## src/rtl/car_detector.sv

```systemverilog
// Two-beam car entry/exit detector: synchronizes the sensors and pulses in/out/err.
// Define DEBOUNCE_EN to insert a per-sensor debounce filter before the FSM.
module car_detector #(
  parameter int DEBOUNCE_CYCLES = 4
) (
  input  logic clk,
  input  logic reset,
  input  logic sens_a,
  input  logic sens_b,
  output logic in,
  output logic out,
  output logic err,
  output logic busy
);

  typedef enum logic [2:0] {
    IDLE, IN_A, IN_AB, IN_B, OUT_B, OUT_AB, OUT_A, ERR
  } state_t;

  if (DEBOUNCE_CYCLES < 1) begin : g_cfg_chk
    $error("DEBOUNCE_CYCLES must be at least 1");
  end

  state_t     state;
  logic [1:0] sync1;
  logic [1:0] sync2;
  logic [1:0] ab;
  logic       run;

  always_ff @(posedge clk or negedge reset) begin
    if (!reset) begin
      sync1 <= 2'b00;
      sync2 <= 2'b00;
      run   <= 1'b0;
    end else begin
      sync1 <= {sens_a, sens_b};
      sync2 <= sync1;
      run   <= 1'b1;
    end
  end

`ifdef DEBOUNCE_EN
  localparam int CW = $clog2(DEBOUNCE_CYCLES + 1);

  logic [1:0]    filt;
  logic [CW-1:0] cnt [2];

  // Accept a new level only after an unbroken run of matching samples.
  always_ff @(posedge clk or negedge reset) begin
    if (!reset) begin
      filt <= 2'b00;
      for (int i = 0; i < 2; i++) cnt[i] <= '0;
    end else begin
      for (int i = 0; i < 2; i++) begin
        if (sync2[i] == filt[i]) begin
          cnt[i] <= '0;
        end else if (cnt[i] == CW'(DEBOUNCE_CYCLES - 1)) begin
          filt[i] <= sync2[i];
          cnt[i]  <= '0;
        end else begin
          cnt[i] <= cnt[i] + CW'(1);
        end
      end
    end
  end

  assign ab = filt;
`else
  assign ab = sync2;
`endif

  always_ff @(posedge clk or negedge reset) begin
    if (!reset) begin
      state <= IDLE;
      in    <= 1'b0;
      out   <= 1'b0;
      err   <= 1'b0;
      busy  <= 1'b0;
    end else if (run) begin
      in  <= 1'b0;
      out <= 1'b0;
      err <= 1'b0;
      unique case (state)
        IDLE: begin
          unique case (ab)
            2'b00: ;
            2'b10: begin state <= IN_A;  busy <= 1'b1; end
            2'b01: begin state <= OUT_B; busy <= 1'b1; end
            default: begin
              state <= ERR; busy <= 1'b1; err <= 1'b1;
            end
          endcase
        end
        IN_A: begin
          unique case (ab)
            2'b10: ;
            2'b11: state <= IN_AB;
            2'b00: begin state <= IDLE; busy <= 1'b0; end
            default: begin state <= ERR; err <= 1'b1; end
          endcase
        end
        IN_AB: begin
          unique case (ab)
            2'b11: ;
            2'b01: state <= IN_B;
            2'b10: state <= IN_A;
            default: begin state <= ERR; err <= 1'b1; end
          endcase
        end
        IN_B: begin
          unique case (ab)
            2'b01: ;
            2'b00: begin
              state <= IDLE; busy <= 1'b0; in <= 1'b1;
            end
            2'b11: state <= IN_AB;
            default: begin state <= ERR; err <= 1'b1; end
          endcase
        end
        OUT_B: begin
          unique case (ab)
            2'b01: ;
            2'b11: state <= OUT_AB;
            2'b00: begin state <= IDLE; busy <= 1'b0; end
            default: begin state <= ERR; err <= 1'b1; end
          endcase
        end
        OUT_AB: begin
          unique case (ab)
            2'b11: ;
            2'b10: state <= OUT_A;
            2'b01: state <= OUT_B;
            default: begin state <= ERR; err <= 1'b1; end
          endcase
        end
        OUT_A: begin
          unique case (ab)
            2'b10: ;
            2'b00: begin
              state <= IDLE; busy <= 1'b0; out <= 1'b1;
            end
            2'b11: state <= OUT_AB;
            default: begin state <= ERR; err <= 1'b1; end
          endcase
        end
        default: begin
          if (ab == 2'b00) begin
            state <= IDLE;
            busy  <= 1'b0;
          end
        end
      endcase
    end
  end

endmodule

```

## config.mk

```make
export PLATFORM = sky130hd
export DESIGN_NAME = car_detector
export DESIGN_NICKNAME = d
export VERILOG_FILES = /design/src/rtl/car_detector.sv
export SDC_FILE = /design/constraint.sdc
export NUM_CORES = 1
export LEC_CHECK = 0
export CELL_PAD_IN_SITES_DETAIL_PLACEMENT = 1
export CELL_PAD_IN_SITES_GLOBAL_PLACEMENT = 1
export CORE_MARGIN = 2
export CORE_UTILIZATION = 42
export DETAILED_ROUTE_END_ITERATION = 8
export PLACE_DENSITY_LB_ADDON = 0.05
export SYNTH_ARGS = -nofsm -noshare
export SYNTH_HDL_FRONTEND = slang
export SYNTH_SLANG_ARGS = --single-unit
```

## constraint.sdc

```tcl
create_clock -name clk -period 2.64 [get_ports clk]
set_clock_uncertainty 0.1 [all_clocks]
set_input_delay 0.264 -clock clk [delete_from_list [all_inputs] [get_ports clk]]
set_output_delay 0.264 -clock clk [all_outputs]
set_load 0.005 [all_outputs]
```

Word-level counts from Yosys, hierarchy flattened. Index checks and enable logic that the tools add are counted.

Logic and storage cells: 58. Output and inout port bits: 4. Flip-flop bits (word level): 12.

Bitwise logic cells: 1. Reduce and logical (&&, ||, !) cells: 13. Mux-type cells: 20. Equal/unequal tests: 16.

Operators by type and width (number): $pmux W3 S3 (7); $pmux W3 S7 (1); $ne A2 B2 Y1 const B (7); $reduce_or A3 Y1 (4); $eq A3 B3 Y1 const B (3); $mux W1 (9); $reduce_and A9 Y1 (1); $reduce_bool A8 Y1 (1); $eq A3 B2 Y1 const B (2); $reduce_or A2 Y1 (3); $eq A2 B2 Y1 const B (2); $pmux W1 S4 (1); $reduce_and A4 Y1 (1); $eq A3 B1 Y1 const B (1); $logic_not A3 Y1 (1); $mux W3 (1); $eq A2 B1 Y1 const B (1); $logic_not A2 Y1 (1); $pmux W1 S2 (1); $reduce_bool A2 Y1 (1); $not A1 Y1 (1).

Depth between registers and ports, before layout. Gate-level depths: netlist of the first run.

Word-level depth: 4. Mapped depth: 8.

Worst setup path before layout of the first run. No wires, ideal clock.

Path type: reg2reg. From: register state[0]. To: register state[0]. Clock period less this slack: 1.884 ns. Setup slack: 0.756 ns. Required time: 2.413 ns. Data arrival time: 1.657 ns. Stages on the path, launching flop included: 8. Cell sequence: dfrtp_1 -> buf_4 -> buf_2 -> nor3_1 -> ha_1 -> a311oi_2 -> nand3_2 -> mux2_1.

Word-level cells in the longest chain between the ends: 3. Elaborated cells between the ends (all ways): 17. Classes of those cells: 13 x eq/ne; 1 x mux; 3 x reduce/logical.

RTL lines: from (decl) (RTL line 24) `state_t state;`; from (signal assigned) (RTL line 74) `state <= IDLE;`; from (signal assigned) (RTL line 87) `2'b10: begin state <= IN_A; busy <= 1'b1; end`; from (signal assigned) (RTL line 88) `2'b01: begin state <= OUT_B; busy <= 1'b1; end`; $eq A3 B3 Y1 (tied with other cells) (RTL line 83) `unique case (state)`; $reduce_bool A8 Y1 (no source line) / $ne A2 B2 Y1 (equally long branches); $reduce_and A9 Y1 (no source line).

Several ways; a longest one is shown, not always the timed one. A chain may end at the register's enable or synchronous reset.

Worst setup path after layout of the first run. Same ends and word-level chain as after synthesis.

==> run summary, run 1 <==
Placed Instances -> 116
Tcrit/Tclk final -> 78.1%
Die Height -> 48.6 um
reg2reg start -> state[0]$_DFFE_PN0P_
Max Cap Viol -> 0
io pins -> 8
post-CTS setup buffers -> 0
Hold Slack -> 0.241 ns
PwrDens -> 902 nW/um^2
fmax -> 485 MHz
mean routed wirelength per cell -> 13.8 um
CTS Sinks -> 12
Sw Share -> 40.9%
kind of path behind the tightest hold check -> in -> async
setup violators final -> 0
Antenna Cells -> 0
Final Wtd Congestion -> 0.704
worst-margin pin slew -> 0.695 ns
largest net degree at the start of global routing -> 25
cell area after synthesis -> 836 sq um
Nets -> 107
Pre-antenna DRT Iters -> 3
min cycle time layout -> 2.06 ns
H-Tree Level Count -> 1
drt via density -> 5.36
Post-route DRC -> 0
r2r setup slk -> 0.58 ns
leak pwr -> 0.414 nW
Worst Path Max Fanout -> 24
Initial Utilization -> 43.5%
Worst Path Arrival -> 2.11 ns
post-synthesis register bit count -> 12
critical path launch point type -> register
Clk pwr share -> 16.5%
Via Count -> 643
Slew Limit Fails -> 0
Die X -> 48.6 um
worst-skew pair later-pin latency -> 0.27 ns
Ys Warns -> 0
RSZ-0062 raised after global routing -> no
core box area -> 1920 sq um
CTS tree -> built
switching pwr -> 348 uW
critical path class -> reg -> reg
Fin Setup TNS -> 0 ns
clock root buffer master -> clkbuf_4
Mapped Avg Cell Area -> 9.72 sq um
Area growth syn-to-layout -> 13.0%
clock transition at the registers of the reported paths -> 0.07 ns
WL final -> 1.65 mm
CTS max path bufs -> 2
Mapped Cells -> 86
Cell Count, Final, Fillers Out -> 120
Slew HR -> 53.6%
final antenna-violating net count -> 0
Yosys cell types -> 29
layout cells sized above 1 -> 10.8%
Crit Reg-Reg Endpoint -> state[0]$_DFFE_PN0P_
VDD IR max -> 0.000427 V
first-pass GRT wire length -> 3.01 mm
Synth Net Count -> 99
GRT Total Usage -> 16.3%
Comb power frac -> 41.4%
Reg power frac -> 42.1%
CTS resizes -> 0
Hold Vio Cnt, Final -> 0
grt ovf -> 0
std cell rows -> 16
hpwl dp -> 1.20 mm
reg2reg path depth -> 5
Data required, critical path -> 2.69 ns
Pint -> 504 uW
initial antenna violation count -> 0
vias in the first global route -> 664
clock buffer count from CTS -> 3
area of the die -> 2360 sq um
1st-iter DRT viols -> 2
Seq/Total Area, Yosys -> 35.9%
Port Buffers -> 7
outcome -> complete, no violations
nature of the critical path endpoint -> register
hold-fix buffers at CTS -> 0
-- layer usage --
layer	share of wire [%]	vias up	track usage (%)
met5	0	-	0
met4	0.42	0	2.86
met3	3.1	2	4.63
met2	49	7	28.3
met1	47	314	20.4
li1	-	320	-
-- power by group through the flow --
stage	sequential [mW]	combinational (mW)	clock, mW
after detailed placement	0.363	0.352	0
after floorplan	0.277	0.359	0
after CTS	0.360	0.354	0.148
after global routing	0.378	0.400	0.156
after global placement	0.358	0.345	0
final	0.359	0.353	0.141
-- cells in the mapped netlist --
| master | count | area share [%] |
|---|---|---|
| mux2i_1 | 2 | 2.4 |
| conb_1 | 1 | 0.45 |
| dfrtp_1 | 12 | 36 |
| o21ai_1 | 3 | 1.8 |
| a31oi_1 | 2 | 1.5 |
| inv_1 | 7 | 3.1 |
| mux2_1 | 3 | 4.0 |
| nand4_1 | 1 | 0.75 |
| and2b_2 | 1 | 1.0 |
| o21bai_1 | 1 | 0.90 |
| a21oi_1 | 3 | 1.8 |
| nor3_1 | 3 | 1.8 |
| buf_2 | 1 | 0.60 |
| mux4_1 | 1 | 3.1 |
| buf_4 | 3 | 2.7 |
| a211oi_1 | 2 | 1.8 |
| nor3_2 | 1 | 1.2 |
| nand4b_1 | 2 | 2.1 |
| nand3b_1 | 1 | 0.90 |
| ha_1 | 9 | 13 |
| a221o_2 | 1 | 1.3 |
| o31ai_1 | 1 | 0.90 |
| nand3_2 | 1 | 1.2 |
| o211ai_1 | 2 | 1.8 |
| buf_6 | 1 | 1.3 |
| o21ai_0 | 8 | 4.8 |
| a311oi_2 | 1 | 1.8 |
| nand2_1 | 6 | 2.7 |
| nor2_1 | 6 | 2.7 |
-- how the worst max path moves through the flow --
stage,from,endpoint,slack (ns)
after floorplan,state[0]$_DFFE_PN0P_,state[0]$_DFFE_PN0P_,0.76
after global placement,state[0]$_DFFE_PN0P_,state[1]$_DFFE_PN0P_,0.63
after detailed placement,state[0]$_DFFE_PN0P_,state[0]$_DFFE_PN0P_,0.58
after CTS,state[0]$_DFFE_PN0P_,state[0]$_DFFE_PN0P_,0.56
after global routing,state[0]$_DFFE_PN0P_,state[0]$_DFFE_PN0P_,0.44
final,state[0]$_DFFE_PN0P_,state[0]$_DFFE_PN0P_,0.58
-- stage by stage --
step	utilization, %	area, sq um	setup slack (ns)	total power [mW]
CTS	49.2	945	0.561	0.862
global route	49.2	945	0.437	0.933
global placement	47.3	908	0.630	0.704
finish	49.2	945	0.579	0.852
floorplan	-	836	0.756	0.636
detailed placement	47.3	908	0.582	0.715
-- kinds of logic after synthesis --
logic type | Yosys count | share of synthesized area, %
AOI/OAI and AO/OA | 24 | 18.4
muxes | 6 | 9.58
and+or+nand+nor | 22 | 14.4
DFF | 12 | 35.9
other | 1 | 0.449
buffers and inverters | 12 | 7.78
adders and majority gates | 9 | 13.5
-- critical path: stages (launching register included) --
cell,delay [ns]
dfrtp_1,0.79
nor3_1,0.12
ha_1,0.22
a311oi_2,0.25
nand3_2,0.13
mux2_1,0.33
-- cell type report --
| type | instances | area (sq um) |
|---|---|---|
| Clock buffer | 4 | 36.3 |
| Fill cell | 237 | 977 |
| Inverter | 7 | 26.3 |
| Multi-Input combinational cell | 62 | 470 |
| Sequential cell | 12 | 300 |
| Tap cell | 27 | 33.8 |
| Timing Repair Buffer | 8 | 77.6 |
-- flip-flops by register name (all words and copies together), names as in the netlist --
name   cells
ab         2
busy       1
err        1
in         1
out        1
run        1
state      3
sync1      2
-- cell usage in the layout (no fill, tap or decap), types with 6 or more instances in the layout --
cell type / netlist / final
clkdlybuf4s50_1: 0 / 7
dfrtp_1: 12 / 12
ha_1: 9 / 9
inv_1: 7 / 7
nand2_1: 6 / 6
nor2_1: 6 / 6
o21ai_0: 8 / 8
(Power assumes the default switching activity.)
==> inputs of run 2 (changes only) <==
clock period = 2.1 ns   (was 2.64 ns; I/O delays follow)
==> run 2 against run 1 <==
Compared with the run above: worst hold slack got worse by 0.058 ns; sequential power up 4%; final cell count grew 3.3%; sequential cell count stayed put; power rose by 33%; clock power grew 29%; die area unchanged; routed wire length grew 6.3%; count of clock-buffer cells in the layout unchanged; core utilization is 1.6 points higher; critical path type unchanged; largest cell class unchanged; highest routed layer unchanged.
==> run summary, run 2 (synthesis results as in run 1) <==
Hold Slack -> 0.183 ns
clock root buffer master -> clkbuf_4
PwrDens -> 1160 nW/um^2
CTS tree -> built
Setup crit start -> ab[1]$_DFF_PN0_
initial antenna violation count -> 0
drt via density -> 5.28
Slew HR -> 64.1%
largest net degree at the start of global routing -> 18
first-pass GRT wire length -> 2.98 mm
most common cell after layout, fill and taps aside -> dfrtp_1
fmax -> 517 MHz
nature of the critical path endpoint -> register
hpwl dp -> 1.33 mm
Post-Place Setup Slack -> 0.106 ns
H-Tree Level Count -> 1
CP peak stage delay -> 0.40 ns
max FFs per register -> 3
grt ovf -> 0
outcome -> complete, no violations
critical path launch point type -> register
kind of path behind the tightest hold check -> in -> async
Port Buffers -> 7
end of the critical path -> state[2]$_DFFE_PN0P_
Pre-antenna DRT Iters -> 4
mean routed wirelength per cell -> 14.2 um
total power -> 1.13 mW
Biggest register -> state
area of the die -> 2360 sq um
GRT Total Usage -> 16.7%
reg2reg path depth -> 6
clock transition at the registers of the reported paths -> 0.07 ns
Cell Count, Final, Fillers Out -> 124
Data required, critical path -> 2.16 ns
Fin Setup TNS -> 0 ns
min cycle time layout -> 1.93 ns
vias in the first global route -> 625
clock buffer count from CTS -> 3
Crit Reg-Reg Endpoint -> state[2]$_DFFE_PN0P_
io pins -> 8
most frequent cells in the layout -> dfrtp_1, ha_1, o21ai_0, inv_1, clkdlybuf4s50_1
Worst Path Arrival -> 1.99 ns
Final Wtd Congestion -> 0.745
DP Area -> 931 sq um
hold-fix buffers at CTS -> 0
Placed Instances -> 119
Slew Limit Fails -> 0
Area growth syn-to-layout -> 16.8%
crit-path most repeated cell -> ha_1
layout cells sized above 1 -> 15.5%
setup violators final -> 0
fin area -> 976 sq um
Via Count -> 655
core box area -> 1920 sq um
CTS Sinks -> 12
WL final -> 1.76 mm
CTS max path bufs -> 2
CP max-delay cell -> dfrtp_2
worst-skew pair later-pin latency -> 0.27 ns
Max Cap Viol -> 0
Hold Vio Cnt, Final -> 0
leak pwr -> 0.432 nW
setup ws final -> 0.166 ns
Die X -> 48.6 um
std cell rows -> 16
Tcrit/Tclk final -> 92.1%
Die Height -> 48.6 um
1st-iter DRT viols -> 8
Worst Path Max Fanout -> 6
VDD IR max -> 0.000513 V
Nets -> 111
critical path class -> reg -> reg
r2r setup slk -> 0.17 ns
crit-path cells -> inv_1, ha_1, ha_1, a311oi_2, nand3_2, mux2_1
reg2reg start -> ab[1]$_DFF_PN0_
Antenna Cells -> 0
RSZ-0062 raised after global routing -> no
final antenna-violating net count -> 0
Initial Utilization -> 43.5%
Final Util -> 50.8%
worst-margin pin slew -> 0.537 ns
Post-route DRC -> 0
## run 2: changes by cell type in the layout (fill, tap and decap cells not counted)
| cell | before | now |
|---|---|---|
| buf_4 | 1 | 5 |
| dfrtp_1 | 12 | 11 |
| dfrtp_2 | 0 | 1 |
## run 2: worst min-delay path by stage
stage | endpoint | cells past startpoint | slack [ns]
after CTS | err$_DFFE_PN0P_ | 1 | 0.19
after floorplan | ab[0]$_DFF_PN0_ | 0 | -0.19
after global placement | ab[1]$_DFF_PN0_ | 0 | 0.24
after global routing | busy$_DFFE_PN0P_ | 1 | 0.24
final | busy$_DFFE_PN0P_ | 1 | 0.18
after detailed placement | ab[0]$_DFF_PN0_ | 0 | 0.26
## run 2: cell type report
type | instances | area, sq um
fill | 221 | 946
inverter | 7 | 26.3
multi-input combinational | 62 | 470
sequential | 12 | 302
clock buffer | 4 | 36.3
tap | 27 | 33.8
timing repair buffer | 12 | 108
## run 2: worst max-delay path, delay by kind of cell, from the launching register on
kind                     cells  cell delay (ns)
AND/OR/NAND/NOR              1             0.13
buffers and inverters        1             0.10
AO/OA/AOI/OAI                1             0.25
multiplexers                 1             0.34
flip-flops                   1             0.40
adder cells (fa/ha/maj)      2             0.50
## run 2: power breakdown
group / total [mW] / internal, mW / switching [mW]
clock: 0.182 / 0.105 / 0.0766
combinational: 0.575 / 0.278 / 0.298
sequential: 0.375 / 0.290 / 0.0854
total: 1.13 / 0.673 / 0.460
## run 2: timing repair
| item | 4_1_cts | 5_1_grt |
|---|---|---|
| gates resized for setup | 0 | 1 |
| setup endpoints to repair | 0 | 3 |
| buffers inserted | 0 | 1 |
## run 2: per-layer routing
metal  vias up  part of all wire (%)  routed length, um  GRT usage, %
li1        325                     -                  -             -
met4         0                  0.85                 15          4.29
met1       316                    48                843          21.9
met2        10                    48                842          27.2
met5         -                     0                  0             0
met3         4                   3.2                 56          4.63
